### config.mk
export PLATFORM = sky130hd
export DESIGN_NAME = dco_nco_gen2
export DESIGN_NICKNAME = d
export VERILOG_FILES = /design/src/rtl/dco_nco_gen2.sv
export SDC_FILE = /design/constraint.sdc
export NUM_CORES = 1
export LEC_CHECK = 0
export CAP_MARGIN = 10
export CELL_PAD_IN_SITES_DETAIL_PLACEMENT = 0
export CELL_PAD_IN_SITES_GLOBAL_PLACEMENT = 1
export CORE_MARGIN = 2
export CORE_UTILIZATION = 25
export DETAILED_ROUTE_END_ITERATION = 7
export PLACE_DENSITY_LB_ADDON = 0.1
export RECOVER_POWER = 50
export SLEW_MARGIN = 0
export SYNTH_ARGS = -nofsm -noshare
export SYNTH_HDL_FRONTEND = slang
export SYNTH_SLANG_ARGS = --single-unit
### constraint.sdc
create_clock -name clk -period 5.3 [get_ports clk]
set_clock_uncertainty 0.1 [all_clocks]
set_input_delay 0.795 -clock clk [delete_from_list [all_inputs] [get_ports clk]]
set_output_delay 0.795 -clock clk [all_outputs]
set_load 0.05 [all_outputs]
### src/rtl/dco_nco_gen2.sv
// Phase-accumulator DCO with a valid/ready code-update handshake, wrap-aligned
// (direct or slew-limited) code switching and a gated edge counter for self-test.
module dco_nco_gen2 #(
  parameter int ACC_W      = 8,
  parameter int CODE_W     = 8,
  parameter int OFFSET     = 1,
  parameter int STEP       = 4,
  parameter int RESET_CODE = 0,
  parameter int GATE_CYC   = 256,
  parameter int CNT_W      = 16
) (
  input  logic              clk,
  input  logic              rst_n,
  input  logic              ena,
  input  logic [CODE_W-1:0] code_in,
  input  logic              code_valid,
  output logic              code_ready,
  input  logic [1:0]        mode,
  output logic              dco_out,
  output logic [CODE_W-1:0] active_code,
  output logic [CNT_W-1:0]  meas_count,
  output logic              meas_valid
);

  localparam int             GATE_W    = (GATE_CYC > 1) ? $clog2(GATE_CYC) : 1;
  localparam logic [GATE_W-1:0] GATE_LAST = GATE_W'(GATE_CYC - 1);
  localparam logic [ACC_W:0] NYQ       = (ACC_W+1)'(1) << (ACC_W - 1);
  localparam logic [1:0]     MODE_SLEW   = 2'b01;
  localparam logic [1:0]     MODE_FREEZE = 2'b10;

  typedef enum logic [1:0] {
    S_IDLE = 2'b00,
    S_PEND = 2'b01,
    S_DONE = 2'b10
  } hs_state_t;

  hs_state_t           state, state_next;
  logic [ACC_W-1:0]    acc;
  logic [ACC_W:0]      inc;
  logic [ACC_W:0]      sum;
  logic                wrap_en;
  logic                rise;
  logic [CODE_W-1:0]   target;
  logic [CODE_W-1:0]   code_next;
  logic                apply;
  logic                reached;
  logic                accept;
  logic [GATE_W-1:0]   gate_cnt;
  logic [CNT_W-1:0]    edge_cnt;

  // Phase increment limited to half the accumulator range (Nyquist).
  function automatic logic [ACC_W:0] clamp_inc(input logic [CODE_W-1:0] code);
    logic [ACC_W:0] raw;
    raw = (ACC_W+1)'(code) + (ACC_W+1)'(OFFSET);
    return (raw > NYQ) ? NYQ : raw;
  endfunction

  function automatic logic [CODE_W-1:0] slew_next(input logic [CODE_W-1:0] cur,
                                                  input logic [CODE_W-1:0] tgt);
    int d;
    d = int'(tgt) - int'(cur);
    if (d > STEP)
      return CODE_W'(int'(cur) + STEP);
    else if (d < -STEP)
      return CODE_W'(int'(cur) - STEP);
    else
      return tgt;
  endfunction

  function automatic logic [CNT_W-1:0] sat_inc(input logic [CNT_W-1:0] c);
    return (&c) ? c : c + 1'b1;
  endfunction

  always_comb begin
    inc     = clamp_inc(active_code);
    sum     = {1'b0, acc} + inc;
    wrap_en = ena && sum[ACC_W];
    rise    = ena && !dco_out && sum[ACC_W-1];
  end

  // Codes only change on a wrap so the output never produces a runt pulse.
  always_comb begin
    apply     = (state == S_PEND) && wrap_en && (mode != MODE_FREEZE);
    code_next = (mode == MODE_SLEW) ? slew_next(active_code, target) : target;
    reached   = (code_next == target);
    accept    = code_valid && code_ready;
  end

  always_ff @(posedge clk) begin
    if (!rst_n)
      state <= S_IDLE;
    else
      state <= state_next;
  end

  always_comb begin
    state_next = state;
    case (state)
      S_IDLE:  if (accept) state_next = S_PEND;
      S_PEND:  if (apply && reached) state_next = S_DONE;
      S_DONE:  state_next = S_IDLE;
      default: state_next = S_IDLE;
    endcase
  end

  always_comb begin
    code_ready = (state == S_IDLE);
  end

  always_ff @(posedge clk) begin
    if (!rst_n) begin
      acc     <= '0;
      dco_out <= 1'b0;
    end else if (ena) begin
      acc     <= sum[ACC_W-1:0];
      dco_out <= sum[ACC_W-1];
    end
  end

  always_ff @(posedge clk) begin
    if (!rst_n)
      target <= '0;
    else if (accept)
      target <= code_in;
  end

  always_ff @(posedge clk) begin
    if (!rst_n)
      active_code <= CODE_W'(RESET_CODE);
    else if (apply)
      active_code <= code_next;
  end

  // Gate window: the rising edge landing on the last gate cycle still counts.
  always_ff @(posedge clk) begin
    if (!rst_n) begin
      gate_cnt   <= '0;
      edge_cnt   <= '0;
      meas_count <= '0;
      meas_valid <= 1'b0;
    end else if (!ena) begin
      meas_valid <= 1'b0;
    end else if (gate_cnt == GATE_LAST) begin
      gate_cnt   <= '0;
      edge_cnt   <= '0;
      meas_count <= rise ? sat_inc(edge_cnt) : edge_cnt;
      meas_valid <= 1'b1;
    end else begin
      gate_cnt   <= gate_cnt + 1'b1;
      if (rise)
        edge_cnt <= sat_inc(edge_cnt);
      meas_valid <= 1'b0;
    end
  end

endmodule

; ---- Yosys cells after proc, flatten, opt, wreduce, memory -nomap -nowiden
; Index checks and enable logic that the tools add are counted.
; W data, S select, Z words.
[word_totals]
reg_bits = 68
out_inout_bits = 27
in_bits = 14
wordCells = 51
[op_classes]
eq_ne = 7
n_reduce_logical = 13
addsub = 7
mux = 12
magnitude_cmp = 3
[ops]
columns = op, n
row1 = $mux W16, 3
row2 = $mux W8, 4
row3 = $add A16 B1 Y16 const B, 1
row4 = $reduce_and A16 Y1, 1
row5 = $add A8 B1 Y9 const B, 1
row6 = $add A8 B9 Y9, 1
row7 = $gt A9 B4 Y1 const B, 1
row8 = $gt A9 B8 Y1 const B, 1
row9 = $lt A9 B3 Y1 const B, 1
row10 = $mux W9, 1
row11 = $sub A8 B8 Y9, 1
row12 = $add A8 B1 Y8 const B, 1
row13 = $add A8 B3 Y8 const B, 1
row14 = $eq A8 B8 Y1, 1
row15 = $eq A8 B8 Y1 const B, 1
row16 = $sub A8 B3 Y8 const B, 1
row17 = $logic_and A1 B1 Y1, 7
row18 = $reduce_and A2 Y1, 3
row19 = $eq A2 B1 Y1 const B, 2
row20 = $mux W2, 2
row21 = $ne A2 B1 Y1 const B, 2
row22 = $pmux W2 S2, 1
row23 = $logic_not A2 Y1, 1
row24 = $ne A2 B2 Y1 const B, 1
row25 = other kinds (2), 2

; ---- Logic depth before layout (Yosys ltp)
[depth]
depth_word = 10
depth_mapped = 20
mapped_depth_nobuf = 18

; ---- Least setup slack after synthesis
; OpenSTA, ideal clock, no wires.
[synth_path]
kind = register to register
start = reg active_code[2]
end = reg edge_cnt[5]
period_less_slack_ns = 4.956
slack_ns = 0.344
path_stages_with_launch = 21
t_arrival_ns = 4.724
setup_time_ns = 0.132
required_ns = 5.068
path_cell_list = dfxtp_1 > clkbuf_1 > nand4_1 > or2_2 > nor2_1 > xnor2_1 > a21o_1 > a32o_1 > nor2_1 > ha_1 > a21o_1 > a21oi_2 > o21bai_1 > a2111o_1 > a21bo_1 > a211o_1 > buf_6 > buf_6 > o41ai_1 > a21bo_2 > a21oi_1
[synth_between]
elab_chain_len = 7
[synth_rtl]
columns = element, line_no
row1 = "start, declared", 20  ; output logic [CODE_W-1:0] active_code,
row2 = "start signal, assigned", 129  ; active_code <= CODE_W'(RESET_CODE);
row3 = "start signal, assigned", 131  ; active_code <= code_next;
row4 = $add A8 B1 Y9 (*), 54  ; raw = (ACC_W+1)'(code) + (ACC_W+1)'(OFFSET);
row5 = $gt A9 B8 Y1, 55  ; return (raw > NYQ) ? NYQ : raw;
row6 = $mux W9 (*), 55
row7 = $add A8 B9 Y9 (*), 76  ; sum = {1'b0, acc} + inc;
row8 = $logic_and A1 B1 Y1 (*), 78  ; rise = ena && !dco_out && sum[ACC_W-1];
row9 = $mux W16 (*) (2 in a row), -
row10 = "end signal, assigned", 151  ; edge_cnt <= sat_inc(edge_cnt);
row11 = "end, declared", 49  ; logic [CNT_W-1:0] edge_cnt;
; Mark *: on every way between the ends. The rest lies on a longest branch, timed or not.
; A chain may end at the register's enable or synchronous reset.

; ---- Final worst setup path
[layout_path]
start = reg active_code[6]
end = reg meas_count[15]
[layout_between]
elab_chain_len = 6
[layout_rtl]
columns = element, line_no
row1 = $add A8 B1 Y9 (*), 54
row2 = $gt A9 B8 Y1, 55
row3 = $mux W9 (*), 55
row4 = $add A8 B9 Y9 (*), 76
row5 = $logic_and A1 B1 Y1 (*), 78
row6 = $mux W16 (*), -
row7 = "end signal, assigned", 146  ; meas_count <= rise ? sat_inc(edge_cnt) : edge_cnt;
row8 = "end, declared", 21  ; output logic [CNT_W-1:0] meas_count,
; Marks and branches as above.

==> impl_metrics.tcl <==
set metrics [dict create \
    syn_inst 543 \
    setup_ws_ns 0.4653 \
    rsz0062_at_grt "no" \
    pin_count 41 \
    globalplace.congestion 0.7814 \
    maxSlewViolCount 0 \
    slew_headroom 0.2807 \
    drt_pass1_iterations 4 \
    totalWireLength_um 13070 \
    cts-root-buf "clkbuf_16" \
    fp.dieH_um 136.7 \
    wl_per_cell_um 16.09 \
    seq_power_share 0.390 \
    synth_flop_cell "dfxtp_1" \
    clockBufferDepth 2 \
    switchingPower_uw 352.5 \
    die_w_um 136.7 \
    grt-ovfl-total 0 \
    fillers 1858 \
    fmax_mhz 206.8 \
    cts_max_level 3 \
    grt_max_degree 25 \
    ys_seq_area_frac 0.3047 \
    p_int_uw 984.7 \
    ctsHoldBuffers 0 \
    cts.sink_count 67 \
    arrival_ns 4.97 \
    p_per_area_mw_per_mm2 248.5 \
    leakage_uw 0.002022 \
    grt_usage 0.1471 \
    pre_cts_ws_ns 0.2958 \
    max_cap_violations 0 \
    rows 48 \
    fp.dieArea_mm2 0.01868 \
    pwr-share-comb 0.124 \
    ant_nets 0 \
    switching_share 0.2636 \
    setup_viol 0 \
    post-cts-setup-buffer-count 0 \
    dpl_cell_area_mm2 0.005080 \
    ys_types 71 \
    numCtsBuffers 9 \
    grt_pass1_wl_um 21060 \
    fin_area_mm2 0.005381 \
    max-vdd-ir-drop_mv 0.1460 \
    slowest_delay_ns 0.53 \
    critical_path.max_fanout 17 \
    min_period_ns 4.835 \
    drive_gt1_frac 0.08518 \
    start_kind "register" \
    cts_tree "done" \
    status "finished clean" \
    clk_latency_ns 0.34 \
    worst_pin_slew_ns 1.079 \
    final_cell_mix "nor2_1, dfxtp_1, nand2_1, a21oi_1" \
    n_antenna_cell 0 \
    clockPowerShare 0.485 \
    finalHoldViolCount 0 \
    start_util 0.2554 \
    clkSlewWorstSetupHoldPaths_ns 0.06 \
    synth_area_mm2 0.004402 \
    syn-mean-instance-area_um2 8.106 \
    vias 4069 \
    ys_warn_count 0 \
    grt_pass1_vias 4000 \
    drc 0 \
    drtIter0Drc 206 \
    synth_nets 580 \
    hpwl_um 9741 \
    async_flop_share 0 \
    port_buffers 40 \
    hp-class "register to register" \
    ys_seq_elements 67 \
    crit_path_end_kind "register" \
    cts_resized 0 \
    routed_via_density 5.011 \
    syn_to_final_growth_pct 22.26 \
    synth_edf_count 0 \
    core_mm2 0.01724 \
    cpMaxStageDelayCell "a211o_2" \
    required_ns 5.44 \
    period_share 0.9122 \
    antenna_found_initial 0 \
    crit_type "register to register" \
    final_common_cell "nor2_1" \
    cp_cell_sequence "clkinv_1 -> or2_2 -> nor2_1 -> xnor2_1 -> a21o_1 -> a32o_1 -> nor2_1 -> ha_1 -> a21o_1 -> a21oi_2 -> o21bai_1 -> a2111o_1 -> a21bo_1 -> a211o_2 -> nor2_2 -> a311oi_1 -> o21a_1" \
    fin_setup_tns_ns 0 \
    nets 620 \
]
[registers in the layout, indices dropped and copies added, names as in the netlist]
name and cells:
edge_cnt 16, meas_count 16, dco_out 1, meas_valid 1, acc 7, target 8
state 2, active_code 8, gate_cnt 8
[Yosys cell counts, types with 14 or more instances]
cell	n	area share
ha_1	21	0.060
o21ai_0	20	0.023
mux2i_1	14	0.032
dfxtp_1	67	0.30
nor2_1	70	0.060
a211oi_1	16	0.027
inv_1	25	0.021
nand2_1	42	0.036
a21oi_1	31	0.035
nand3_1	16	0.018
clkbuf_1	17	0.014
xnor2_1	29	0.058
[routing by layer]
metal	part of all wire	track usage	vias to the layer above
met5	0	0	-
met1	0.45	0.1758	1936
li1	-	-	2053
met4	0.014	0.04630	0
met3	0.032	0.03259	13
met2	0.50	0.2608	67
[worst paths after layout]
kind / slack, ns / cells past startpoint / startpoint / endpoint
setup / recovery: 0.47 / 17 / active_code[6]$_SDFFE_PN0P_ / meas_count[15]$_SDFFE_PN0P_
hold / removal: 0.37 / 2 / meas_count[14]$_SDFFE_PN0P_ / meas_count[14]$_SDFFE_PN0P_
setup reg to reg: 0.47 / 17 / active_code[6]$_SDFFE_PN0P_ / meas_count[15]$_SDFFE_PN0P_
hold reg to reg: 0.37 / 2 / meas_count[14]$_SDFFE_PN0P_ / meas_count[14]$_SDFFE_PN0P_
[critical path: cells and delay by family (launching register included)]
family                   cells  cell delay [ns]
buffers and inverters        1             0.13
AO/OA/AOI/OAI               10             2.53
XOR/XNOR                     1             0.13
flip-flops                   1             0.50
adder cells (fa/ha/maj)      1             0.27
AND/OR/NAND/NOR              4             1.05
[final cells by class]
class                      instances  area, um^2  share of cell area
timing repair buffer              56       513.0             0.09533
multi-input combinational        422        2836              0.5271
sequential                        67        1341              0.2492
tap                              225       281.5             0.05231
inverter                          27       101.3             0.01883
clock inverter                     5       78.83             0.01465
clock buffer                      10       229.0             0.04255
[cells by family after synthesis]
group | synth area share
AND/OR/NAND/NOR | 0.2294
AO/OA/AOI/OAI | 0.2405
flip-flops | 0.3047
buffers and inverters | 0.05116
XOR/XNOR | 0.07362
adder cells (fa/ha/maj) | 0.06879
multiplexers | 0.03184
[power groups by stage]
stage,combinational [uW],clock [uW],sequential [uW]
after CTS,168,672,522
final,166,649,522
after detailed placement,167,0,533
after global placement,168,0,533
after global routing,184,691,523
after floorplan,119,0,531
[metrics by stage]
stage / total power (uW) / utilization / hold slack [ns] / instances
after floorplan: 649.6 / - / 0.3409 / 543
after global placement: 701.2 / 0.2947 / 0.3608 / 797
after detailed placement: 700.4 / 0.2947 / 0.3714 / 797
after CTS: 1362 / 0.3126 / 0.3802 / 812
after global routing: 1397 / 0.3122 / 0.3867 / 812
final: 1337 / 0.3122 / 0.3691 / 812
(Power assumes the default switching activity.)
